File: src/rtl/branch_redirect_ctrl.sv
// Branch redirect controller: compares each resolved branch with its
// fetch-time prediction, issues one registered redirect/flush to fetch
// (after the delay slot has issued), and queues predictor training records
// in a small FIFO drained by the BPU.
module branch_redirect_ctrl #(
    parameter int unsigned UPD_DEPTH  = 4,
    parameter int unsigned DROP_CNT_W = 8
) (
    input  logic                  clk,
    input  logic                  rst,
    input  logic                  res_valid,
    input  logic                  res_taken,
    input  logic [31:0]           res_target,
    input  logic [31:0]           br_pc,
    input  logic                  pred_taken,
    input  logic [31:0]           pred_target,
    input  logic                  ds_present,
    input  logic                  ds_issue,
    input  logic                  flush_in,
    output logic                  redirect_valid,
    output logic [31:0]           redirect_pc,
    output logic                  flush_front,
    output logic                  upd_valid,
    input  logic                  upd_ready,
    output logic [31:0]           upd_pc,
    output logic [31:0]           upd_target,
    output logic                  upd_taken,
    output logic                  upd_mispredict,
    output logic [DROP_CNT_W-1:0] drop_cnt
);

    localparam int unsigned PTR_W = (UPD_DEPTH > 1) ? $clog2(UPD_DEPTH) : 1;
    localparam int unsigned CNT_W = $clog2(UPD_DEPTH + 1);

    typedef enum logic [1:0] {
        IDLE,
        WAIT_DS,
        REDIRECT
    } state_t;

    typedef struct packed {
        logic [31:0] pc;
        logic [31:0] target;
        logic        taken;
        logic        mis;
    } upd_rec_t;

    state_t      state;
    logic [31:0] pend_pc;

    logic        mis;
    logic [31:0] correct_pc;
    logic        accept;

    upd_rec_t    fifo_mem [UPD_DEPTH];
    logic [PTR_W-1:0] wr_ptr;
    logic [PTR_W-1:0] rd_ptr;
    logic [CNT_W-1:0] count;
    logic        full;
    logic        pop;
    logic        do_push;
    upd_rec_t    head;

    // Resolution decode: mispredict flag, architecturally correct next PC,
    // and FIFO handshake qualifiers.
    always_comb begin
        mis        = (res_taken != pred_taken) | (res_taken & (res_target != pred_target));
        correct_pc = res_taken ? res_target : (br_pc + 32'd8);
        accept     = res_valid & ~flush_in;
        full       = (count == CNT_W'(UPD_DEPTH));
        pop        = upd_valid & upd_ready;
        // A pop in the same cycle frees the slot, so a push into a full FIFO still lands.
        do_push    = accept & (~full | pop);
    end

    // Redirect FSM with registered strobe and PC; flush_in overrides every transition.
    always_ff @(posedge clk) begin
        if (rst) begin
            state          <= IDLE;
            redirect_valid <= 1'b0;
            redirect_pc    <= '0;
            pend_pc        <= '0;
        end else begin
            redirect_valid <= 1'b0;
            redirect_pc    <= '0;
            if (flush_in) begin
                state <= IDLE;
            end else begin
                case (state)
                    IDLE: begin
                        if (res_valid && mis) begin
                            pend_pc <= correct_pc;
                            if (ds_present) begin
                                state          <= REDIRECT;
                                redirect_valid <= 1'b1;
                                redirect_pc    <= correct_pc;
                            end else begin
                                state <= WAIT_DS;
                            end
                        end
                    end
                    WAIT_DS: begin
                        if (ds_issue) begin
                            state          <= REDIRECT;
                            redirect_valid <= 1'b1;
                            redirect_pc    <= pend_pc;
                        end
                    end
                    REDIRECT: state <= IDLE;
                    default:  state <= IDLE;
                endcase
            end
        end
    end

    assign flush_front = redirect_valid;

    // Update FIFO storage; contents need no reset because count gates visibility.
    always_ff @(posedge clk) begin
        if (do_push) begin
            fifo_mem[wr_ptr] <= '{pc: br_pc, target: res_target, taken: res_taken, mis: mis};
        end
    end

    // Update FIFO pointers, occupancy and saturating drop counter.
    always_ff @(posedge clk) begin
        if (rst) begin
            wr_ptr   <= '0;
            rd_ptr   <= '0;
            count    <= '0;
            drop_cnt <= '0;
        end else begin
            if (do_push) begin
                wr_ptr <= wr_ptr + PTR_W'(1);
            end
            if (pop) begin
                rd_ptr <= rd_ptr + PTR_W'(1);
            end
            if (do_push && !pop) begin
                count <= count + CNT_W'(1);
            end else if (!do_push && pop) begin
                count <= count - CNT_W'(1);
            end
            if (accept && full && !pop && (drop_cnt != '1)) begin
                drop_cnt <= drop_cnt + DROP_CNT_W'(1);
            end
        end
    end

    // Head presentation, forced to zero while the FIFO is empty.
    always_comb begin
        upd_valid      = (count != '0);
        head           = fifo_mem[rd_ptr];
        upd_pc         = upd_valid ? head.pc : '0;
        upd_target     = upd_valid ? head.target : '0;
        upd_taken      = upd_valid & head.taken;
        upd_mispredict = upd_valid & head.mis;
    end

endmodule
File: config.mk
export PLATFORM = sky130hd
export DESIGN_NAME = branch_redirect_ctrl
export DESIGN_NICKNAME = d
export VERILOG_FILES = /design/src/rtl/branch_redirect_ctrl.sv
export SDC_FILE = /design/constraint.sdc
export NUM_CORES = 1
export LEC_CHECK = 0
export ABC_AREA = 1
export BUFFER_PORTS_ARGS = -buffer_cell sky130_fd_sc_hd__buf_4
export CAP_MARGIN = 20
export CORE_ASPECT_RATIO = 0.5
export CORE_UTILIZATION = 40
export CTS_BUF_LIST = sky130_fd_sc_hd__clkbuf_8
export DETAILED_ROUTE_END_ITERATION = 10
export GPL_TIMING_DRIVEN = 1
export PLACE_DENSITY = 0.6
export SYNTH_ARGS = -nofsm -noshare
export SYNTH_HDL_FRONTEND = slang
export SYNTH_SLANG_ARGS = --single-unit
export TNS_END_PERCENT = 20
File: constraint.sdc
create_clock -name clk -period 6 [get_ports clk]
set_clock_uncertainty 0.05 [all_clocks]
set_input_delay 0.3 -clock clk [delete_from_list [all_inputs] [get_ports clk]]
set_output_delay 0.3 -clock clk [all_outputs]
set_load 0.01 [all_outputs]
==> impl_metrics.csv, run 1 <==
group,metric,value,unit
floorplanning,num_rows,50,
setup_path,crit_required,5.65,ns
drt,avgViaCountPerCell,5.110,
run_status,outcome,"completed",
pwr,cellPowerDensity,347.2,nW/um^2
place,hpwl,27.68,mm
drt,routed_wl,44.81,mm
finish,num-nets-final,1985,
timing,fmax,286.0,MHz
finish,fillCellCount,3411,
timing,hold_violations,0,
timing,drv_slew,0,
timing,period_minus_slack,3.496,ns
synthesis,synth.distinct_cells,39,
drt,drt_iter0_markers,981,
synthesis,ys_ff_latch,348,
global_route,grt_pass1_wl,67.35,mm
drt,firstDrtPassIters,7,
finish,post-route-util,50.42,%
clocking,ctsRootBufferMaster,"clkbuf_8",
floorplanning,start_util,40.75,%
floorplanning,fp.coreArea,37470,sq um
setup_path,path_max_fanout,68,
synthesis,synth-warning-count,0,
floorplanning,dieArea,39010,sq um
timing,slew-limit-headroom,27.04,%
timing,rsz0062_at_grt,"false",
clocking,clock_sink_count,348,
setup_path,critPathKind,"flip-flop to primary output",
timing,final.setup.tns,0,ns
timing,min_period_over_period,58.27,%
clocking,cts_setup_buffers,0,
clocking,htreeDepth,2,
global_route,grt_overflow,0,
timing,timing.hold.ws,0.06899,ns
drt,wire_per_inst,18.62,microns
global_route,grt_max_degree,72,
pwr,ir_worst_vdd,0.0002820,V
setup_path,crit_path_end_kind,"primary output",
floorplanning,die_x,278.3,microns
place,post-place-cells,2245,
clocking,cts_buffers,52,
clocking,cts_tree,"built",
finish,ff_latch_area,9614,sq um
finish,final_cell_mix,"nor2_1 (366), edfxtp_1 (264), nand2_1 (250), buf_4 (228), o21ai_0 (163)",
global_route,antenna_found_initial,3,
finish,insertedDiodeCount,0,
clocking,cts_resized,0,
finish,final_cells,2406,
clocking,path_clk_slew,0.06,ns
worst_hold_path,min_path_type,"input port to flip-flop",
drt,drc_errors,0,
timing,final-setup-viol-count,0,
drt,antenna_left,0,
pwr,p_leak,7.288,nW
finish,area_growth,23.74,%
finish,layout-drive-gt1-share,16.47,%
job,cap_viol_max_count,0,
setup_path,crit_arrival,3.15,ns
place,post-place-ws,3.054,ns
finish,multi_input_area,4882,sq um
timing,setup_ws,2.504,ns
setup_path,startpoint_type,"flip-flop",
floorplanning,ios,214,
place,gp_congestion,0.9168,
synthesis,postSynthCellCount,1612,
global_route,grt_pass1_vias,11610,
finish,final_common_cell,"nor2_1",
synthesis,syn_nets,1725,
global_route,track_usage,22.63,%
timing,tightest_slew,1.094,ns
clocking,cts.hold.buffers_added,66,
synthesis,syn_avg_cell_area,9.472,sq um
synthesis,ys_seq_area_share,62.93,%
floorplanning,fp.dieH,140.2,microns
clocking,clkLatencyLatePin,0.60,ns
clocking,clock_path_buffers,3,
drt,num_vias,12290,
synthesis,syn_area,15270,sq um
place,io_buffers,213,
power by group:
| group | switching (W) | total [W] | internal (W) |
|---|---|---|---|
| Sequential | 0.0000767 | 0.00276 | 0.00269 |
| Combinational | 0.00114 | 0.00184 | 0.000697 |
| Clock | 0.000937 | 0.00195 | 0.00102 |
flip-flops by register name (all words and copies together) (netlist names), named ones only:
signal / flops
fifo_mem: 264
pend_pc: 32
redirect_pc: 32
drop_cnt: 8
count: 3
rd_ptr: 2
state: 2
wr_ptr: 2
flush_front: 1
critical path: stages, from the launching register on:
cell and delay, ns:
dfxtp_4 0.55, inv_2 0.64, buf_4 0.64, o21ai_0 0.19, a21oi_1 0.30, buf_4 0.19
cell families after synthesis:
logic type	Yosys count	share of synthesized area, %
simple gates	730	19.38
buf+inv	182	5.326
flops	348	62.93
xor+xnor	13	0.7457
compound gates	331	10.91
fa+ha+maj	8	0.7047
layer usage:
layer | track usage (%) | part of all wire, % | up-vias
li1 | - | - | 5975
met5 | 0 | 0 | -
met2 | 35.96 | 46 | 401
met1 | 30.93 | 44 | 5852
met3 | 5.321 | 7.6 | 66
met4 | 6.543 | 2.1 | 0
per-stage QoR:
| stage | cell area [sq um] | total power, W |
|---|---|---|
| after floorplan | 15270 | 0.003745 |
| after global placement | 17180 | 0.004624 |
| after detailed placement | 17180 | 0.004634 |
| after CTS | 18870 | 0.006614 |
| after global routing | 18890 | 0.006874 |
| final | 18890 | 0.006561 |
synth_stat cells:
| library cell | n | area (sq um) |
|---|---|---|
| o21ai_0 | 163 | 815.8 |
| buf_6 | 5 | 56.30 |
| clkbuf_8 | 2 | 27.53 |
| nand3_1 | 56 | 280.3 |
| o21ai_1 | 4 | 20.02 |
| nor2_4 | 1 | 11.26 |
| buf_1 | 5 | 18.77 |
| nor3_1 | 3 | 15.01 |
| buf_4 | 3 | 22.52 |
| xnor2_1 | 5 | 43.79 |
| nor2_2 | 1 | 6.260 |
| dlygate4sd1_1 | 2 | 17.52 |
| nand2_4 | 1 | 11.26 |
| edfxtp_1 | 264 | 7928 |
| nand3b_1 | 1 | 7.510 |
| nor3b_1 | 1 | 7.510 |
| and3_1 | 1 | 6.260 |
| a21oi_1 | 160 | 800.8 |
| o22ai_1 | 1 | 6.260 |
| nand2_1 | 250 | 938.4 |
| fa_1 | 1 | 20.02 |
| dfxtp_1 | 84 | 1682 |
| ha_1 | 7 | 87.58 |
| inv_2 | 1 | 3.750 |
| o21bai_1 | 2 | 15.01 |
| a21oi_2 | 1 | 8.760 |
| nand3_2 | 1 | 10.01 |
| or2_2 | 1 | 6.260 |
| buf_2 | 16 | 80.08 |
| nand2_2 | 1 | 6.260 |
| inv_1 | 92 | 345.3 |
| xor2_1 | 8 | 70.07 |
| or2_0 | 1 | 6.260 |
| nor4_2 | 1 | 12.51 |
| clkbuf_1 | 53 | 198.9 |
| dlymetal6s2s_1 | 1 | 12.51 |
| nor2_1 | 372 | 1396 |
| nand4_1 | 38 | 237.7 |
| buf_8 | 2 | 30.03 |
layout make-up:
| class | count | share of cell area (%) |
|---|---|---|
| flip-flops and latches | 348 | 50.88 |
| multi-input cells | 1082 | 25.84 |
| repair buffers | 295 | 12.70 |
| clock buffers | 58 | 4.225 |
| well taps | 494 | 3.271 |
| inverters | 93 | 1.848 |
| clock inverters | 36 | 1.232 |
final timing paths:
kind,slack (ns),depth (start not counted),from,to
worst max-delay path,2.50,5,flip-flop,upd_mispredict
worst min-delay path,0.07,1,res_taken,fifo_mem[3][1]
worst max register to register,3.19,13,count[0],count[2]
worst min register to register,0.41,2,pend_pc[11],pend_pc[11]
Power figures use the tool's default switching activity.
==> run 2, diff against run 1 <==
==> constraint.sdc (replaced) <==
create_clock -name clk -period 3.33 [get_ports clk]
set_clock_uncertainty 0.05 [all_clocks]
set_input_delay 0.1665 -clock clk [delete_from_list [all_inputs] [get_ports clk]]
set_output_delay 0.1665 -clock clk [all_outputs]
set_load 0.01 [all_outputs]
==> impl_metrics.csv, run 2 (synthesis results as in run 1) <==
group,metric,value,unit
setup_path,critPathBufInv,2,
finish,reg.largest.list,"fifo_mem (264), pend_pc (32), redirect_pc (32)",
place,hpwl,28.15,mm
timing,rsz0062_at_grt,"false",
place,post-place-cells,2251,
floorplanning,fp.dieH,140.2,microns
clocking,cts_buffers,51,
floorplanning,num_rows,50,
drt,drc_errors,0,
setup_path,cpLargestDelayFamily,"buffers and inverters",
setup_path,path_max_fanout,38,
setup_path,crit_arrival,2.58,ns
timing,fmax,357.7,MHz
job,cap_viol_max_count,0,
setup_path,max_stage_delay,0.64,ns
setup_path,crit_path_end_kind,"primary output",
drt,avgViaCountPerCell,5.176,
finish,final_cells,2411,
run_status,outcome,"completed",
setup_path,cp_slowest_cell,"dfxtp_4",
finish,stdcell_area,18910,sq um
clocking,htreeDepth,2,
clocking,path_clk_slew,0.06,ns
pwr,p_leak,7.283,nW
global_route,grt_pass1_wl,67.76,mm
finish,final_common_cell,"nor2_1",
place,io_buffers,213,
global_route,antenna_found_initial,0,
place,gp_congestion,0.9501,
clocking,cts_setup_buffers,0,
clocking,clock_sink_count,348,
floorplanning,fp.coreArea,37470,sq um
drt,wire_per_inst,18.91,microns
place,placed_cell_area,17310,sq um
global_route,grt_overflow,0,
global_route,grt_max_degree,75,
clocking,ctsRootBufferMaster,"clkbuf_8",
floorplanning,start_util,40.75,%
floorplanning,ios,214,
timing,tightest_slew,0.9836,ns
timing,setup_ws,0.5340,ns
timing,period_minus_slack,2.796,ns
setup_path,crit_required,3.11,ns
clocking,cts_tree,"built",
clocking,clock_path_buffers,3,
timing,final-setup-viol-count,0,
drt,drt_iter0_markers,1185,
drt,routed_wl,45.59,mm
finish,area_growth,23.87,%
pwr,ir_worst_vdd,0.0005071,V
finish,layout-drive-gt1-share,16.34,%
timing,min_period_over_period,83.96,%
finish,num-nets-final,1993,
setup_path,critPathKind,"flip-flop to primary output",
setup_path,startpoint_type,"flip-flop",
finish,final_cell_mix,"nor2_1 (366), edfxtp_1 (264), nand2_1 (250), buf_4 (227), o21ai_0 (163)",
floorplanning,die_x,278.3,microns
timing,drv_slew,0,
floorplanning,dieArea,39010,sq um
drt,firstDrtPassIters,6,
global_route,grt_pass1_vias,11550,
finish,post-route-util,50.47,%
setup_path,cp_cell_sequence,"buf_4, nor2_1, nor2_1, o21ai_0, a21oi_1, buf_4",
finish,largest_reg_flops,264,
clocking,clkLatencyLatePin,0.59,ns
place,post-place-ws,0.8541,ns
drt,num_vias,12480,
global_route,track_usage,22.85,%
finish,top_register,"fifo_mem",
drt,antenna_left,0,
timing,slew-limit-headroom,34.43,%
pwr,cellPowerDensity,608.2,nW/um^2
timing,hold_violations,0,
worst_hold_path,min_path_type,"input port to flip-flop",
## run 2: cell count changes in the layout (fill, tap and decap cells not counted), sizes merged
cell         delta
dlygate4sd3     +4
diode           +1
clkinv          +3
bufinv          -3
clkbuf          -3
buf             +5
inv             -2
## run 2: tightest hold or removal path: cells and delay by family
family	cells	cell delay [ns]
compound gates	1	0.05
buf+inv	2	0.19
simple gates	2	0.28
## run 2: area by class of cell
type,instances,area (sq um)
Antenna cell,1,2.502
Sequential cell,348,9614
Clock buffer,55,757.0
Timing Repair Buffer,304,2545
Inverter,93,350.3
Tap cell,494,618.1
Clock inverter,34,145.1
Multi-Input combinational cell,1082,4882
Fill cell,3411,18560
## run 2: metrics by stage
step           hold slack [ns]  setup TNS [ns]  power, W
6_report               0.09764               0   0.01150
5_1_grt                 0.1236               0   0.01205
4_1_cts                0.06676               0   0.01160
3_5_place_dp            0.3428               0  0.008420
3_3_place_gp            0.3408               0  0.008409
2_1_floorplan           0.2154         -194.41  0.006748
## run 2: worst paths after layout
path                     from               to  slack, ns  cells after the start
setup / recovery    flip-flop        upd_pc[1]       0.53                      6
hold / removal     ds_present  redirect_pc[26]        0.1                      5
setup reg to reg     count[0]  fifo_mem[1][17]       0.95                      5
hold reg to reg   pend_pc[20]      pend_pc[20]       0.41                      2
## run 2: repair_timing
item / in CTS / in global routing
hold endpoints to repair: 322 / 0
hold buffers: 70 / 0
gates resized for setup: 0 / 0
## run 2: where the power goes
part / total, W / internal, W / switching [W]
sequential: 0.00495 / 0.00484 / 0.000107
combinational: 0.00342 / 0.00129 / 0.00213
clock: 0.00314 / 0.00152 / 0.00162
## run 2: layer usage
layer / GRT usage (%) / vias to the layer above / wire [microns]
met5: 0 / - / 0
met4: 6.601 / 0 / 1061
met3: 3.453 / 87 / 2971
met2: 36.04 / 422 / 20810
met1: 32.69 / 5980 / 20740
li1: - / 5990 / -
